### config.mk
export PLATFORM = sky130hd
export DESIGN_NAME = uart_tx_frame_flat
export DESIGN_NICKNAME = d
export VERILOG_FILES = /design/src/rtl/uart_pkg.sv /design/src/rtl/uart_tx_frame_if.sv /design/src/rtl/uart_bit_timer.sv /design/src/rtl/uart_tx_frame.sv /design/src/flat_wrapper.sv
export SDC_FILE = /design/constraint.sdc
export NUM_CORES = 1
export LEC_CHECK = 0
export ABC_AREA = 1
export CAP_MARGIN = 5
export CORE_UTILIZATION = 50
export CTS_CLUSTER_SIZE = 20
export DETAILED_ROUTE_END_ITERATION = 10
export PLACE_DENSITY = 0.74
export SYNTH_ARGS = -nofsm -noshare
export SYNTH_HDL_FRONTEND = slang
export SYNTH_SLANG_ARGS = --single-unit
### constraint.sdc
create_clock -name clk -period 1.5 [get_ports clk]
set_clock_uncertainty 0.05 [all_clocks]
set_input_delay 0.225 -clock clk [delete_from_list [all_inputs] [get_ports clk]]
set_output_delay 0.225 -clock clk [all_outputs]
set_load 0.03 [all_outputs]
### src/rtl/uart_pkg.sv
// Shared types and constants for the UART transmit/receive framing blocks.
// No logic of its own; latency and backpressure do not apply.
// Contents: FSM state enum, parity mode constants, frame length helper.
package uart_pkg;

    typedef enum logic [2:0] {
        IDLE   = 3'd0,
        START  = 3'd1,
        DATA   = 3'd2,
        PARITY = 3'd3,
        STOP   = 3'd4
    } uart_state_e;

    localparam int unsigned PARITY_NONE = 0;
    localparam int unsigned PARITY_ODD  = 1;
    localparam int unsigned PARITY_EVEN = 2;

    // Whole-frame duration in clock cycles, start bit through last stop bit.
    function automatic int unsigned uart_frame_len(
        input int unsigned clks_per_bit,
        input int unsigned data_bits,
        input int unsigned parity_mode,
        input int unsigned stop_bits
    );
        int unsigned p;
        p = (parity_mode != PARITY_NONE) ? 1 : 0;
        return clks_per_bit * (1 + data_bits + p + stop_bits);
    endfunction

endpackage

### src/rtl/uart_tx_frame_if.sv
// Word handshake and serial-side status bundle for the UART transmitter.
// Pure wiring, zero latency.
// Backpressure: tx_valid must be held by the source until tx_ready is seen.
// Ports: tx_data/tx_valid from source; tx_ready/tx_busy/tx_done/txd from transmitter.
interface uart_tx_frame_if #(
    parameter int unsigned DATA_BITS = 8
) ();

    logic [DATA_BITS-1:0] tx_data;
    logic                 tx_valid;
    logic                 tx_ready;
    logic                 tx_busy;
    logic                 tx_done;
    logic                 txd;

    // Source side (bench or upstream logic).
    modport master (
        output tx_data,
        output tx_valid,
        input  tx_ready,
        input  tx_busy,
        input  tx_done,
        input  txd
    );

    // Transmitter side.
    modport slave (
        input  tx_data,
        input  tx_valid,
        output tx_ready,
        output tx_busy,
        output tx_done,
        output txd
    );

endinterface

### src/rtl/uart_bit_timer.sv
// Free-running bit-period counter, counts 0..CLKS_PER_BIT-1 while en is high.
// Latency: tick is combinational from the count, high during the last cycle of each bit.
// Backpressure: none; en low holds the count at zero.
// Ports: clk, rst (sync, active-high), en, tick (terminal count), tick_pre (one cycle before).
module uart_bit_timer #(
    parameter int unsigned CLKS_PER_BIT = 5208
) (
    input  logic clk,
    input  logic rst,
    input  logic en,
    output logic tick,
    output logic tick_pre
);

    localparam int unsigned CNT_W = (CLKS_PER_BIT > 1) ? $clog2(CLKS_PER_BIT) : 1;
    localparam logic [CNT_W-1:0] CNT_LAST = CNT_W'(CLKS_PER_BIT - 1);
    localparam logic [CNT_W-1:0] CNT_PRE  = CNT_W'(CLKS_PER_BIT - 2);

    if (CLKS_PER_BIT < 2 || CLKS_PER_BIT > 65535) begin : g_bad_clks
        $error("uart_bit_timer: CLKS_PER_BIT must be in 2..65535");
    end

    logic [CNT_W-1:0] cnt_q;
    logic [CNT_W-1:0] cnt_d;

    always_comb begin
        cnt_d = '0;
        if (en) begin
            cnt_d = (cnt_q == CNT_LAST) ? '0 : cnt_q + CNT_W'(1);
        end
    end

    always_ff @(posedge clk) begin
        if (rst) begin
            cnt_q <= '0;
        end else begin
            cnt_q <= cnt_d;
        end
    end

    assign tick     = en && (cnt_q == CNT_LAST);
    // Look-ahead lets a client register a pulse that lands on the final cycle.
    assign tick_pre = en && (cnt_q == CNT_PRE);

endmodule

### src/rtl/uart_tx_frame.sv
// Parametrised UART transmitter: start, DATA_BITS LSB-first, optional parity, 1-2 stop bits.
// Latency: txd goes low the cycle after accept; frame is F cycles, next accept at F+1 earliest.
// Backpressure: tx_ready only in IDLE; tx_valid while not ready is ignored and must be held.
// Ports: clk, rst (sync, active-high), tx (slave modport: tx_data/tx_valid in; tx_ready/tx_busy/tx_done/txd out).
module uart_tx_frame
    import uart_pkg::*;
#(
    parameter int unsigned CLKS_PER_BIT = 5208,
    parameter int unsigned DATA_BITS    = 8,
    parameter int unsigned PARITY_MODE  = PARITY_NONE,
    parameter int unsigned STOP_BITS    = 1
) (
    input  logic             clk,
    input  logic             rst,
    uart_tx_frame_if.slave   tx
);

    localparam int unsigned IDX_W = $clog2(DATA_BITS + 1);
    localparam logic [IDX_W-1:0] LAST_IDX = IDX_W'(DATA_BITS - 1);
    localparam logic LAST_STOP = (STOP_BITS == 2) ? 1'b1 : 1'b0;
    localparam bit   HAS_PARITY = (PARITY_MODE != PARITY_NONE);

    if (DATA_BITS < 5 || DATA_BITS > 9) begin : g_bad_data_bits
        $error("uart_tx_frame: DATA_BITS must be in 5..9");
    end
    if (PARITY_MODE > PARITY_EVEN) begin : g_bad_parity
        $error("uart_tx_frame: PARITY_MODE must be 0, 1 or 2");
    end
    if (STOP_BITS < 1 || STOP_BITS > 2) begin : g_bad_stop
        $error("uart_tx_frame: STOP_BITS must be 1 or 2");
    end

    uart_state_e          state_q,    state_d;
    logic [DATA_BITS-1:0] shift_q,    shift_d;
    logic [IDX_W-1:0]     bit_idx_q,  bit_idx_d;
    logic                 stop_idx_q, stop_idx_d;
    logic                 parity_q,   parity_d;
    logic                 txd_q,      txd_d;
    logic                 tx_ready_q, tx_ready_d;
    logic                 tx_busy_q,  tx_busy_d;
    logic                 tx_done_q,  tx_done_d;

    logic bit_tick;
    logic bit_tick_pre;

    // Timer runs only inside a frame, so it sits at zero when a word is accepted.
    uart_bit_timer #(
        .CLKS_PER_BIT (CLKS_PER_BIT)
    ) u_bit_timer (
        .clk      (clk),
        .rst      (rst),
        .en       (state_q != IDLE),
        .tick     (bit_tick),
        .tick_pre (bit_tick_pre)
    );

    always_comb begin
        state_d    = state_q;
        shift_d    = shift_q;
        bit_idx_d  = bit_idx_q;
        stop_idx_d = stop_idx_q;
        parity_d   = parity_q;
        txd_d      = txd_q;
        tx_ready_d = tx_ready_q;
        tx_busy_d  = tx_busy_q;
        tx_done_d  = 1'b0;

        unique case (state_q)
            IDLE: begin
                txd_d      = 1'b1;
                tx_ready_d = 1'b1;
                tx_busy_d  = 1'b0;
                if (tx.tx_valid && tx_ready_q) begin
                    state_d    = START;
                    shift_d    = tx.tx_data;
                    // Parity is frozen from the accepted word; later tx_data changes are irrelevant.
                    parity_d   = (PARITY_MODE == PARITY_ODD) ? ~(^tx.tx_data) : (^tx.tx_data);
                    bit_idx_d  = '0;
                    stop_idx_d = 1'b0;
                    txd_d      = 1'b0;
                    tx_ready_d = 1'b0;
                    tx_busy_d  = 1'b1;
                end
            end

            START: begin
                if (bit_tick) begin
                    state_d = DATA;
                    txd_d   = shift_q[0];
                end
            end

            DATA: begin
                if (bit_tick) begin
                    shift_d = shift_q >> 1;
                    if (bit_idx_q == LAST_IDX) begin
                        if (HAS_PARITY) begin
                            state_d = PARITY;
                            txd_d   = parity_q;
                        end else begin
                            state_d = STOP;
                            txd_d   = 1'b1;
                        end
                    end else begin
                        // shift_q[0] is on the wire now; shift_q[1] is the next bit.
                        txd_d     = shift_q[1];
                        bit_idx_d = bit_idx_q + IDX_W'(1);
                    end
                end
            end

            PARITY: begin
                if (bit_tick) begin
                    state_d = STOP;
                    txd_d   = 1'b1;
                end
            end

            STOP: begin
                txd_d = 1'b1;
                // Registered pulse must be set one cycle early to land on the last stop cycle.
                if (bit_tick_pre && (stop_idx_q == LAST_STOP)) begin
                    tx_done_d = 1'b1;
                end
                if (bit_tick) begin
                    if (stop_idx_q == LAST_STOP) begin
                        state_d    = IDLE;
                        tx_ready_d = 1'b1;
                        tx_busy_d  = 1'b0;
                    end else begin
                        stop_idx_d = 1'b1;
                    end
                end
            end

            default: begin
                state_d    = IDLE;
                txd_d      = 1'b1;
                tx_ready_d = 1'b1;
                tx_busy_d  = 1'b0;
            end
        endcase
    end

    always_ff @(posedge clk) begin
        if (rst) begin
            state_q    <= IDLE;
            shift_q    <= '0;
            bit_idx_q  <= '0;
            stop_idx_q <= 1'b0;
            parity_q   <= 1'b0;
            txd_q      <= 1'b1;
            tx_ready_q <= 1'b1;
            tx_busy_q  <= 1'b0;
            tx_done_q  <= 1'b0;
        end else begin
            state_q    <= state_d;
            shift_q    <= shift_d;
            bit_idx_q  <= bit_idx_d;
            stop_idx_q <= stop_idx_d;
            parity_q   <= parity_d;
            txd_q      <= txd_d;
            tx_ready_q <= tx_ready_d;
            tx_busy_q  <= tx_busy_d;
            tx_done_q  <= tx_done_d;
        end
    end

    assign tx.txd      = txd_q;
    assign tx.tx_ready = tx_ready_q;
    assign tx.tx_busy  = tx_busy_q;
    assign tx.tx_done  = tx_done_q;

endmodule
### src/flat_wrapper.sv
// flat-port wrapper written by rule: the top's interface ports become plain ports
module uart_tx_frame_flat import uart_pkg::*;
#(
    parameter int unsigned CLKS_PER_BIT = 5208,
    parameter int unsigned DATA_BITS    = 8,
    parameter int unsigned PARITY_MODE  = PARITY_NONE,
    parameter int unsigned STOP_BITS    = 1
)
  (clk, rst, tx_tx_data, tx_tx_valid, tx_tx_ready, tx_tx_busy, tx_tx_done, tx_txd);
  uart_tx_frame_if #(.DATA_BITS(DATA_BITS)) tx_i ();
  input  logic clk;
  input  logic rst;
  input wire logic [$bits(tx_i.tx_data)-1:0] tx_tx_data;
  input wire logic [$bits(tx_i.tx_valid)-1:0] tx_tx_valid;
  output wire logic [$bits(tx_i.tx_ready)-1:0] tx_tx_ready;
  output wire logic [$bits(tx_i.tx_busy)-1:0] tx_tx_busy;
  output wire logic [$bits(tx_i.tx_done)-1:0] tx_tx_done;
  output wire logic [$bits(tx_i.txd)-1:0] tx_txd;
  assign tx_i.tx_data = tx_tx_data;
  assign tx_i.tx_valid = tx_tx_valid;
  assign tx_tx_ready = tx_i.tx_ready;
  assign tx_tx_busy = tx_i.tx_busy;
  assign tx_tx_done = tx_i.tx_done;
  assign tx_txd = tx_i.txd;
  uart_tx_frame #(.CLKS_PER_BIT(CLKS_PER_BIT), .DATA_BITS(DATA_BITS), .PARITY_MODE(PARITY_MODE), .STOP_BITS(STOP_BITS)) u_core (.clk(clk), .rst(rst), .tx(tx_i));
endmodule
# Word level (Yosys, flattened, before mapping)
# Index checks and enable logic that the tools add are counted.
[totals]
latch_bits = 0
elab_cells = 80
rom_bits = 0
ff_bits = 33
ram_bits = 0
n_memories = 0
out_inout_bits = 4
[classes]
n_div = 0
eq_ne = 15
n_reduce_logical = 17
mul = 0
mux = 33
add_sub_neg = 2
n_shift = 0
n_lt_le_gt_ge = 0
bitwise_logic = 4
[ops]
columns = ["cell", "n"]
rows = [
  ["$eq A13 B13 Y1 const B", 2],
  ["$mux W3", 7],
  ["$mux W8", 2],
  ["$pmux W8 S2", 1],
  ["$pmux W3 S5", 1],
  ["$mux W1", 14],
  ["$add A13 B1 Y13 const B", 1],
  ["$mux W4", 3],
  ["$ne A2 B1 Y1 const B", 6],
  ["$reduce_and A3 Y1", 4],
  ["$pmux W4 S2", 1],
  ["$reduce_and A7 Y1", 1],
  ["$eq A3 B2 Y1 const B", 2],
  ["$pmux W1 S3", 2],
  ["$reduce_or A3 Y1", 2],
  ["$add A4 B1 Y4 const B", 1],
  ["$eq A4 B3 Y1 const B", 1],
  ["$logic_and A1 B1 Y1", 4],
  ["$ne A2 B2 Y1 const B", 2],
  ["$not A1 Y1", 4],
  ["$pmux W1 S4", 1],
  ["$reduce_and A4 Y1", 1],
  ["$reduce_bool A2 Y1", 2],
  ["$eq A3 B1 Y1 const B", 1],
  ["other kinds (5)", 5],
]

# Logic depth before layout (Yosys ltp)
[logic_depth]
ltp_word = 4
ltp_mapped = 12
mapped_depth_nobuf = 11

# Modules after synthesis
# A second synthesis with hierarchy kept.
[hier_totals]
cells_unflattened = 255
hier_area_um2 = 1791.7
[modules_own_cells]
columns = ["module", "instances", "seq_area_each_um2", "area_each_um2", "cells_per_inst"]
rows = [
  ["uart_tx_frame", 1, 380.4, 1041.0, 155],
  ["uart_bit_timer", 1, 260.2, 750.7, 100],
]

# Least setup slack after synthesis
# No wires, ideal clock.
[synth_path]
path_type = "register to register"
start = "reg u_core.u_bit_timer.cnt_q[0]"
end = "reg u_core.bit_idx_q[3]"
arrival_ns = 1.324
setup_time_ns = 0.113
stages_incl_launch_ff = 11
path_buffers = 0
slack_ns = 0.013
cell_sequence = "dfxtp_1 -> ha_1 -> nand3_1 -> nor2_2 -> nand2_2 -> nand2_1 -> nand3_4 -> nor2_1 -> nand2_1 -> nand2_1 -> nor2_1"
[synth_via]
elab_chain_cells = 4
[synth_rtl]
columns = ["item", "line", "source"]
rows = [
  ["start: declaration", "uart_bit_timer.sv:23", "logic [CNT_W-1:0] cnt_q;"],
  ["start signal: assignment", "uart_bit_timer.sv:37", "cnt_q <= cnt_d;"],
  ["$eq A13 B13 Y1", "uart_bit_timer.sv:41", "assign tick = en && (cnt_q == CNT_LAST);"],
  ["$logic_and A1 B1 Y1", "uart_bit_timer.sv:41", ""],
  ["$ne A2 B1 Y1 (no line)", "n/a", ""],
  ["$reduce_and A4 Y1 (no line)", "n/a", ""],
  ["end signal: assignment", "uart_tx_frame.sv:159", "bit_idx_q <= bit_idx_d;"],
  ["end: declaration", "uart_tx_frame.sv:35", "logic [IDX_W-1:0] bit_idx_q, bit_idx_d;"],
]
# No other way between the ends.
# A chain may end at the register's enable or synchronous reset.

# Final worst setup path
[layout_path]
start = "reg u_core.u_bit_timer.cnt_q[1]"
end = "reg u_core.shift_q[1]"
[layout_via]
elab_chain_cells = 4
[layout_rtl]
columns = ["item", "line", "source"]
rows = [
  ["$eq A13 B13 Y1", "uart_bit_timer.sv:41", ""],
  ["$logic_and A1 B1 Y1", "uart_bit_timer.sv:41", ""],
  ["$ne A2 B1 Y1 (no line)", "n/a", ""],
  ["$reduce_and A3 Y1 (no line)", "n/a", ""],
  ["end signal: assignment", "uart_tx_frame.sv:158", "shift_q <= shift_d;"],
  ["end: declaration", "uart_tx_frame.sv:34", "logic [DATA_BITS-1:0] shift_q, shift_d;"],
]
# No other way between the ends.

==> out/results.tsv <==
stage	metric	value	unit
routing	dr.pass1.iters	4	
placement	pre_cts_slack	-0.0600	ns
clock_tree	htree_levels	2	
worst_setup_path	required	1.70	ns
outcome	status	complete, no violations	
die	die_x	58.3	µm
clock_tree	clk_path_buf_depth	2	
clock_tree	clk_latency	0.33	ns
synthesis	synth-seq-area-share	40.4	%
synthesis	synthTopCellsByArea	dfxtp_1 (40%), nand2_1 (11%), nor2_1 (5.5%), nand3_1 (5.4%), inv_1 (4.0%)	
final_layout	multi_input_area	891	µm²
pwr	p_per_area	1410	nW/µm²
final_layout	syn_to_final_growth	24.6	%
routing	drt_iter0_markers	45	
die	rows	20	
clock_tree	cts_buffers	5	
synthesis	synth_cell_type_count	33	
die	die_area	3400	µm²
routing	vias	1461	
synthesis	netlist_area	1580	µm²
synthesis	yosys_register_bits	32	
final_layout	fillers	269	
worst_setup_path	crit_type	reg -> reg	
clock_tree	cts_root_buffer	clkbuf_4	
synthesis	async_flop_share	0	%
synthesis	yosysTopAreaCell	dfxtp_1	
sta	rsz0062_at_grt	yes	
synthesis	syn-num-nets	231	
worst_setup_path	cp-end-kind	flip-flop	
grt	grt-ovfl-total	0	
routing	vias_per_cell	5.02	
die	core_area	3030	µm²
clock_tree	cts_tree	built	
die	pin_count	15	
sta	maxSlewHeadroom	67.1	%
final_layout	final_layout_size_suffix_gt1_share	25.1	%
placement	gp_congestion	0.872	
die	fp.dieH	58.3	µm
placement	placed_cell_area	1850	µm²
final_layout	antenna_cells	0	
worst_setup_path	cp.arrival	1.64	ns
sta	worst_slack	0.0609	ns
grt	grt_first_pass_wirelength	5.33	mm
sta	setup_viol	0	
grt	grt_use_total	20.5	%
sta	fin_setup_tns	0	ns
sta	fmax	695	MHz
pwr	leakage	0.801	nW
synthesis	netlist_instances	217	
placement	dp_hpwl	2.23	mm
final_layout	fin_util	65.2	%
worst_setup_path	crit_fanout	15	
sta	worstMarginPinSlew	0.489	ns
hold_path	hp-class	in -> reg	
final_layout	fin_nets	261	
synthesis	yosys.area.top_type_share	40.4	%
grt	antenna_found_initial	0	
synthesis	avgSynthCellArea	7.30	µm²
routing	ant_nets	0	
grt	grt_pass1_vias	1285	
sta	finalHoldViolations	0	
run	cap_viol_max_count	0	
sta	min_period	1.44	ns
grt	grt_max_degree	16	
clock_tree	clk_pin_slew	0.10	ns
sta	final_max_slew_viol_count	0	
synthesis	ys.flop_type	dfxtp_1	
worst_setup_path	startpoint_type	flip-flop	
routing	drt-wirelength-per-cell	10.6	µm
final_layout	fin_area	1970	µm²
routing	drc	0	
sta	whs	0.408	ns
synthesis	synth_edf_count	0	
die	initial_core_util	52.3	%
clock_tree	hold_buffers	0	
synthesis	yosys_warnings	0	
clock_tree	cts.sinks	32	
final_layout	seq_area	651	µm²
routing	wirelength	3.07	mm
sta	period_share	95.9	%
placement	port_buffers	14	
pwr	peakVddDrop	0.837	mV
## worst paths after layout
check,from,end,slack (ns),depth (start not counted)
max reg2reg,u_core.u_bit_timer.cnt_q[1],u_core.shift_q[1],0.06,7
max,u_core.u_bit_timer.cnt_q[1],u_core.shift_q[1],0.06,7
min,tx_tx_data[4],u_core.shift_q[4],0.41,3
min reg2reg,u_core.tx.tx_busy,u_core.tx.tx_busy,0.41,2
## layout make-up
class                      instances  share of cell area [%]
tap                               44                    2.79
inverter                          24                    4.57
clock inverter                     1                   0.254
multi-input combinational        156                    45.1
clock buffer                       6                    2.09
timing repair buffer              28                    12.2
sequential                        32                    33.0
## per-layer routing
metal	vias up	wire length [µm]	global-route usage, %
met4	0	40	10.5
met5	-	0	0
li1	780	-	-
met1	646	1510	27.8
met2	30	1380	30.4
met3	5	140	4.91
## kinds of logic (layout without fill, tap and decap cells)
family          after synthesis  after routing  synth area share, %
simple gates                114            114                 34.4
compound gates               37             37                 13.9
flops                        32             32                 40.4
buf+inv                      29             59                 7.74
fa+ha+maj                     3              3                 2.37
xor+xnor                      2              2                 1.11
## cells in the mapped netlist, drive strengths merged (4+ instances only)
master / instances
nand2: 54
dfxtp: 32
nor2: 26
inv: 24
nand3: 20
o21ai: 12
a21oi: 10
a31oi: 8
nor3: 6
buf: 4
nor3b: 4
## state kept, by name (all words and copies together) (netlist names)
signal,cells
u_core.shift_q,8
u_core.tx.tx_done,1
u_core.state_q,3
u_core.tx.tx_busy,1
u_core.u_bit_timer.cnt_q,13
u_core.tx.tx_ready,1
u_core.tx.txd,1
u_core.bit_idx_q,4
## report_power, final
group          total [mW]  internal [mW]  switching, mW
registers            1.13           1.03          0.107
logic                1.19          0.462          0.731
clock network       0.450          0.172          0.278
total                2.78           1.66           1.12
## worst max-delay path, stage by stage (launching register included)
cell     delay, ns
dfxtp_2       0.37
ha_4          0.15
nand3_2       0.09
nor2_4        0.14
nand3_1       0.16
nand2_4       0.18
o21ai_0       0.09
a31oi_1       0.14
## layout by cell type, fill, tap and decap left out, types with 2 or more instances in the layout
| master | instances |
|---|---|
| nand2_1 | 45 |
| nor3_1 | 5 |
| nand3_1 | 15 |
| nor2_4 | 3 |
| nand2_4 | 4 |
| ha_1 | 2 |
| dfxtp_2 | 8 |
| clkdlybuf4s50_1 | 10 |
| nor4_1 | 2 |
| clkbuf_4 | 5 |
| inv_1 | 17 |
| o21ai_0 | 7 |
| o21bai_1 | 2 |
| o211ai_1 | 3 |
| a31oi_1 | 8 |
| nor2_1 | 19 |
| a21oi_1 | 10 |
| nor3b_1 | 3 |
| o21ai_1 | 4 |
| nand3_2 | 4 |
| xor2_1 | 2 |
| nand2_2 | 5 |
| dfxtp_1 | 24 |
| buf_4 | 14 |
| nor2_2 | 4 |
| inv_2 | 7 |
| dlygate4sd2_1 | 4 |
## stage by stage
stage               power (mW)  instances
finish                    2.78        291
global route              3.00        291
CTS                       2.75        291
detailed placement        2.31        284
global placement          2.29        284
floorplan                 1.99        217
## what timing repair did
| action | 4_1_cts | 5_1_grt |
|---|---|---|
| pin swaps | 3 | 9 |
| gates resized for setup | 9 | 20 |
| endpoints found under the setup margin | 19 | 30 |
| gates cloned | 0 | 0 |
| buffers inserted | 0 | 0 |
Power figures use the tool's default switching activity.
